`config.mk`:
```
export PLATFORM = sky130hd
export DESIGN_NAME = div_iter
export DESIGN_NICKNAME = d
export VERILOG_FILES = /design/src/rtl/div_pkg.sv /design/src/rtl/div_prep.sv /design/src/rtl/div_iter.sv
export SDC_FILE = /design/constraint.sdc
export NUM_CORES = 1
export LEC_CHECK = 0
export BUFFER_PORTS_ARGS = -buffer_cell sky130_fd_sc_hd__buf_4
export CAP_MARGIN = 10
export CORE_MARGIN = 1
export CORE_UTILIZATION = 67
export CTS_CLUSTER_DIAMETER = 50
export DETAILED_ROUTE_END_ITERATION = 8
export PLACE_DENSITY = 0.88
export SLEW_MARGIN = 40
export SYNTH_ARGS = -nofsm -noshare
export SYNTH_HDL_FRONTEND = slang
export SYNTH_SLANG_ARGS = --single-unit
```
`constraint.sdc`:
```
create_clock -name clk -period 19.84 [get_ports clk]
set_input_delay 0.992 -clock clk [delete_from_list [all_inputs] [get_ports clk]]
set_output_delay 0.992 -clock clk [all_outputs]
set_load 0.05 [all_outputs]
```
`src/rtl/div_pkg.sv`:
```
// Shared definitions for the iterative radix-2 divider: op bit positions,
// FSM state encoding and the iteration counter width.
package div_pkg;

  localparam int DIV_SIGNED = 0;
  localparam int DIV_WORD   = 1;
  localparam int DIV_REM    = 2;

  // Sized for the widest legal datapath so one counter type serves both XLENs
  localparam int XLEN_MAX = 64;
  localparam int CNT_W    = $clog2(XLEN_MAX);

  typedef enum logic [1:0] {
    IDLE,
    CALC,
    FIX,
    DONE
  } div_state_t;

endpackage

```
`src/rtl/div_prep.sv`:
```
// Combinational operand preparation: word truncation, magnitudes, result
// signs and the divide-by-zero / signed-overflow flags, registered on accept.
module div_prep #(
  parameter int XLEN = 64
) (
  input  logic            is_signed,
  input  logic            is_word,
  input  logic [XLEN-1:0] op1,
  input  logic [XLEN-1:0] op2,
  output logic [XLEN-1:0] dividend,
  output logic [XLEN-1:0] mag1,
  output logic [XLEN-1:0] mag2,
  output logic            q_neg,
  output logic            r_neg,
  output logic            div_zero,
  output logic            overflow
);

  logic [XLEN-1:0] ext1, ext2, zext1, zext2, abs1;
  logic            sign1, sign2;

  always_comb begin
    ext1  = is_word ? XLEN'($signed(op1[31:0])) : op1;
    ext2  = is_word ? XLEN'($signed(op2[31:0])) : op2;
    zext1 = is_word ? XLEN'(op1[31:0]) : op1;
    zext2 = is_word ? XLEN'(op2[31:0]) : op2;
    sign1 = is_signed & ext1[XLEN-1];
    sign2 = is_signed & ext2[XLEN-1];
    abs1  = sign1 ? -ext1 : zext1;
    mag2  = sign2 ? -ext2 : zext2;
    // Word dividends sit at the top so the MSB is shifted out after only 32 steps
    mag1  = is_word ? (abs1 << (XLEN - 32)) : abs1;
    dividend = ext1;
    q_neg    = sign1 ^ sign2;
    r_neg    = sign1;
    div_zero = (zext2 == '0);
    overflow = is_signed & (&ext2) &
               (is_word ? (op1[31:0] == 32'h8000_0000)
                        : (op1 == {1'b1, {(XLEN-1){1'b0}}}));
  end

endmodule

```
`src/rtl/div_iter.sv`:
```
// Multi-cycle restoring divider with valid/ready handshakes and flush; covers
// DIV/DIVU/REM/REMU and the W forms with exact zero-divisor/overflow results.
module div_iter
  import div_pkg::*;
#(
  parameter int XLEN = 64
) (
  input  logic            clk,
  input  logic            rst,
  input  logic            in_valid,
  output logic            in_ready,
  input  logic [2:0]      op,
  input  logic [XLEN-1:0] op1,
  input  logic [XLEN-1:0] op2,
  output logic            out_valid,
  input  logic            out_ready,
  output logic [XLEN-1:0] out_result,
  input  logic            flush
);

  div_state_t      state, next_state;
  logic [CNT_W-1:0] cnt;
  logic [2*XLEN-1:0] sr, sr_next;
  logic [XLEN-1:0] divisor;
  logic            op_rem, op_word, q_neg_r, r_neg_r;

  logic            p_word, p_q_neg, p_r_neg, p_zero, p_ovf;
  logic [XLEN-1:0] p_dividend, p_mag1, p_mag2;
  logic            accept, special;
  logic [XLEN-1:0] special_result, fix_result, q_fix, r_fix, sel;
  logic [XLEN:0]   trial, diff;

  assign p_word = (XLEN == 64) & op[DIV_WORD];

  div_prep #(.XLEN(XLEN)) u_prep (
    .is_signed (op[DIV_SIGNED]),
    .is_word   (p_word),
    .op1       (op1),
    .op2       (op2),
    .dividend  (p_dividend),
    .mag1      (p_mag1),
    .mag2      (p_mag2),
    .q_neg     (p_q_neg),
    .r_neg     (p_r_neg),
    .div_zero  (p_zero),
    .overflow  (p_ovf)
  );

  assign in_ready  = (state == IDLE);
  assign out_valid = (state == DONE);
  assign accept    = in_valid & in_ready & ~flush;
  assign special   = p_zero | p_ovf;

  always_comb begin
    if (p_zero) special_result = op[DIV_REM] ? p_dividend : '1;
    else        special_result = op[DIV_REM] ? '0 : p_dividend;
  end

  // One restoring step: shift in the next dividend bit, subtract if it fits
  always_comb begin
    trial = {sr[2*XLEN-1:XLEN], sr[XLEN-1]};
    diff  = trial - {1'b0, divisor};
    if (!diff[XLEN]) sr_next = {diff[XLEN-1:0], sr[XLEN-2:0], 1'b1};
    else             sr_next = {trial[XLEN-1:0], sr[XLEN-2:0], 1'b0};
  end

  always_comb begin
    q_fix = q_neg_r ? -sr[XLEN-1:0] : sr[XLEN-1:0];
    r_fix = r_neg_r ? -sr[2*XLEN-1:XLEN] : sr[2*XLEN-1:XLEN];
    sel   = op_rem ? r_fix : q_fix;
    fix_result = op_word ? XLEN'($signed(sel[31:0])) : sel;
  end

  always_ff @(posedge clk or posedge rst) begin
    if (rst) state <= IDLE;
    else     state <= next_state;
  end

  always_comb begin
    next_state = state;
    case (state)
      IDLE:    if (accept) next_state = special ? DONE : CALC;
      CALC:    if (cnt == '0) next_state = FIX;
      FIX:     next_state = DONE;
      DONE:    if (out_ready) next_state = IDLE;
      default: next_state = IDLE;
    endcase
    if (flush) next_state = IDLE;
  end

  always_ff @(posedge clk or posedge rst) begin
    if (rst) begin
      cnt        <= '0;
      sr         <= '0;
      divisor    <= '0;
      op_rem     <= 1'b0;
      op_word    <= 1'b0;
      q_neg_r    <= 1'b0;
      r_neg_r    <= 1'b0;
      out_result <= '0;
    end else begin
      case (state)
        IDLE: begin
          if (accept) begin
            op_rem  <= op[DIV_REM];
            op_word <= p_word;
            q_neg_r <= p_q_neg;
            r_neg_r <= p_r_neg;
            divisor <= p_mag2;
            sr      <= {{XLEN{1'b0}}, p_mag1};
            cnt     <= p_word ? CNT_W'(31) : CNT_W'(XLEN - 1);
            if (special) out_result <= special_result;
          end
        end
        CALC: begin
          sr  <= sr_next;
          cnt <= cnt - CNT_W'(1);
        end
        FIX:     if (!flush) out_result <= fix_result;
        default: ;
      endcase
    end
  end

endmodule

```
==> metrics.md <==
| Metric | Value |
|---|---|
| Status | `finished, violations left` |
| Failing checks | `design-rule violations` |
| Max Fclk | `0.210 GHz` |
| CP Capture Type | `register` |
| P_int | `1.84 mW` |
| GR Overflow Total | `0` |
| Fin crit period | `4770 ps` |
| Row cnt | `67` |
| All-Layer GR Usage | `46.4%` |
| Die footprint | `0.0351 mm2` |
| Max incr delay on CP | `600 ps` |
| Crit share post-route | `24.0%` |
| Sw Ratio | `51.5%` |
| CTS Root Cell | `clkbuf_16` |
| Warnings, synthesis | `0` |
| HP Class | `in -> async` |
| Max VDD drop | `0.139 mV` |
| FF+latch count, synth | `268` |
| Dpl ws | `15150 ps` |
| I/O pin cnt | `202` |
| Final Power | `3.80 mW` |
| Reg2Reg Depth | `14` |
| Worst setup SP type | `register` |
| CP cell instances | `inv_1 > ha_1 > fa_1 > nand2b_1 > a21o_1 > a32o_1 > a21oi_1 > a22oi_1 > clkbuf_2 > a211oi_1 > a211o_2 > buf_4 > o21ai_0 > a22o_1` |
| Fraction of layout cells with a size suffix above 1 | `10.8%` |
| Worst-Margin Slew | `829 ps` |
| Max Clock Skew | `23.3 ps` |
| R2R setup slack | `15070 ps` |
| Syn nets | `3268` |
| TNS Setup | `0 ps` |
| Synth top area cells | `dfrtp_1 29%, o21ai_0 7.7%, nand2_1 6.6%` |
| DRT iter0 DRCs | `3765` |
| Initial antenna violation count | `1` |
| Routability cong. | `1.04` |
| Chip width | `187 um` |
| Leak | `10.9 nW` |
| Post-DP HPWL | `59100 um` |
| Power Dens Cells | `147 mW/mm2` |
| Slew HR | `44.7%` |
| Clk sinks | `268` |
| RSZ-0062 raised after global routing | `false` |
| Synth area leader | `dfrtp_1` |
| Clock tree buffer depth | `3` |
| Most used DFF post-synth | `dfrtp_1` |
| Number of flops mapped to enable cells by yosys | `0` |
| CTS H-tree depth | `2` |
| Final Slew Violations | `0` |
| Clock share of power | `17.2%` |
| Detail Route Antenna Nets | `0` |
| Layout area overhead | `12.2%` |
| CP Max Fanout | `83` |
| Clock-pin slew on the worst setup and hold paths | `60 ps` |
| Pre-antenna DRT Iters | `9` |
| Number of global-route vias before repair | `23700` |
| Post-Syn Area per Cell | `7.53 um2` |
| WP data arrival | `5220 ps` |
| Util after Layout | `76.6%` |
| Critical path buffers and inverters | `3` |
| Nets | `3342` |
| Sw power | `1.96 mW` |
| Avg WL per Cell | `22.9 um` |
| Die Y | `187 um` |
| Max-cap viol count | `0` |
| Crit path kind | `reg -> reg` |
| Final Hold Fails | `0` |
| Count of cell types in the netlist | `85` |
| Sequential Power Share | `25.7%` |
| First-pass GRT wire length | `129000 um` |
| Largest net degree at the start of global routing | `120` |
| Post-CTS Hold Fix Bufs | `0` |
| Part of the power in combinational logic | `57.2%` |
| Port-buffer cells | `201` |
| Total CTS buffers | `36` |
| # DRC | `13` |
| Starting Density | `68.3%` |
| Post-DR vias/cell | `7.00` |
| Post CTS Setup Buffer Count | `0` |
| Family with the most delay on the worst path | `compound AO/OA/AOI/OAI gates` |
| Drt total wl | `82700 um` |
| PnR worst setup slack | `15070 ps` |
| Critical Path RT | `20290 ps` |
| Cell Area, Synth | `0.0230 mm2` |
| Slowest-stage cell, CP | `buf_4` |
| Endpoints failing setup | `0` |
| Reg-to-reg startpoint | `sr[63]` |
| Core footprint | `0.0337 mm2` |
| Worst skew pair latency | `570 ps` |
| Async SR Flop Fraction | `100%` |
| CTS tree | `built` |
| Total number of vias | `25300` |
| N_diodes | `0` |
| Post_cts resized | `0` |
| Worst R2R End | `sr[64]` |
| Syn Inst Count | `3056` |
| Post-synth top area share | `29.1%` |
| Sequential area share after synthesis | `29.1%` |
==> cell families after synthesis <==
family	Yosys count	synth area share [%]
compound gates	1064	28.3
simple gates	992	19.9
buf+inv	319	5.40
xor+xnor	296	11.3
flops	268	29.1
fa+ha+maj	98	5.12
mux	19	0.832
==> metrics by stage <==
stage / hold WS, ps / instances / area [um2]
5_1_grt: 498 / 3605 / 25800
3_3_place_gp: 461 / 3538 / 24600
3_5_place_dp: 470 / 3539 / 24600
2_1_floorplan: 449 / 3056 / 23000
4_1_cts: 483 / 3604 / 25800
6_report: 479 / 3605 / 25800
==> final cells by class <==
class                           count  area [um2]
Multi-Input combinational cell   2469       15200
Fill cell                        2515        7880
Sequential cell                   268        6710
Timing Repair Buffer              228        1740
Clock buffer                       48         997
Tap cell                          448         561
Inverter                          127         489
Clock inverter                     17         170
==> worst max path at each step <==
stage                       start              to  depth (start not counted)
after CTS                  sr[73]  out_result[61]                         11
after global routing       sr[63]          sr[64]                         14
after global placement    op1[28]  out_result[61]                         10
final                      sr[63]          sr[64]                         14
after floorplan               rst          cnt[0]                          1
after detailed placement    op[1]  out_result[52]                         12
==> worst register-to-register path, cell delays in order (launching register included) <==
cell,delay [ps]
dfrtp_1,560
inv_1,220
ha_1,280
fa_1,400
nand2b_1,200
a21o_1,200
a32o_1,290
a21oi_1,280
a22oi_1,210
clkbuf_2,230
a211oi_1,440
a211o_2,170
buf_4,600
o21ai_0,340
a22o_1,260
==> routing by layer <==
metal	vias to the layer above	GRT usage (%)	wire length, um
li1	11200	-	-
met1	11600	59.3	30400
met2	1968	70.2	36000
met3	475	10.2	10000
met4	0	32.0	6290
met5	-	0	0
==> layout by cell type (no fill, tap or decap), drive strengths merged, types with 8 or more instances in the layout <==
cell type	n
mux2i	18
or4	28
o221ai	10
clkinv	11
nand3	30
a221oi	21
o31ai	78
xnor2	166
ha	75
a21o	26
nand2	408
inv	129
nor2b	12
a21boi	20
maj3	22
a21oi	284
o22ai	29
nand2b	25
nand3b	8
o21bai	11
a31oi	28
xor2	130
or3	43
o41ai	25
clkbuf	50
o211ai	32
a22oi	29
buf	226
and2	11
nand4	37
o21ai	358
nor4	33
a211oi	41
dfrtp	268
a32oi	13
nor2	250
and3	12
nor3	70
==> synthesized netlist by cell type (all sizes together), types with 5 or more instances <==
cell / instances
nand2: 408
o21ai: 358
a21oi: 284
dfrtp: 268
nor2: 250
clkbuf: 169
xnor2: 166
xor2: 130
inv: 124
o31ai: 78
ha: 75
nor3: 70
or3: 43
a211oi: 41
nand4: 37
nor4: 33
o211ai: 32
nand3: 30
a22oi: 29
o22ai: 29
a31oi: 28
or4: 28
a21o: 26
nand2b: 25
o41ai: 25
buf: 23
maj3: 22
a221oi: 21
a21boi: 20
mux2i: 18
a32oi: 13
and3: 12
nor2b: 12
and2: 11
o21bai: 11
o221ai: 10
nand3b: 8
or2: 7
a41oi: 6
o21a: 6
a2111oi: 5
a31o: 5
==> registers in the layout (all words and copies together), names as in the netlist <==
signal / flops
state: 2
sr: 128
op_word: 1
r_neg_r: 1
op_rem: 1
divisor: 64
cnt: 6
q_neg_r: 1
out_result: 64
==> power groups by stage <==
| stage | Combinational [mW] | Clock (mW) | Sequential [mW] |
|---|---|---|---|
| global placement | 2.01 | 0 | 0.950 |
| finish | 2.17 | 0.652 | 0.975 |
| detailed placement | 2.08 | 0 | 0.964 |
| floorplan | 1.29 | 0 | 1.12 |
| CTS | 2.10 | 0.651 | 0.960 |
| global route | 2.32 | 0.673 | 0.992 |
Note: power is estimated with default switching activity, not from simulation.
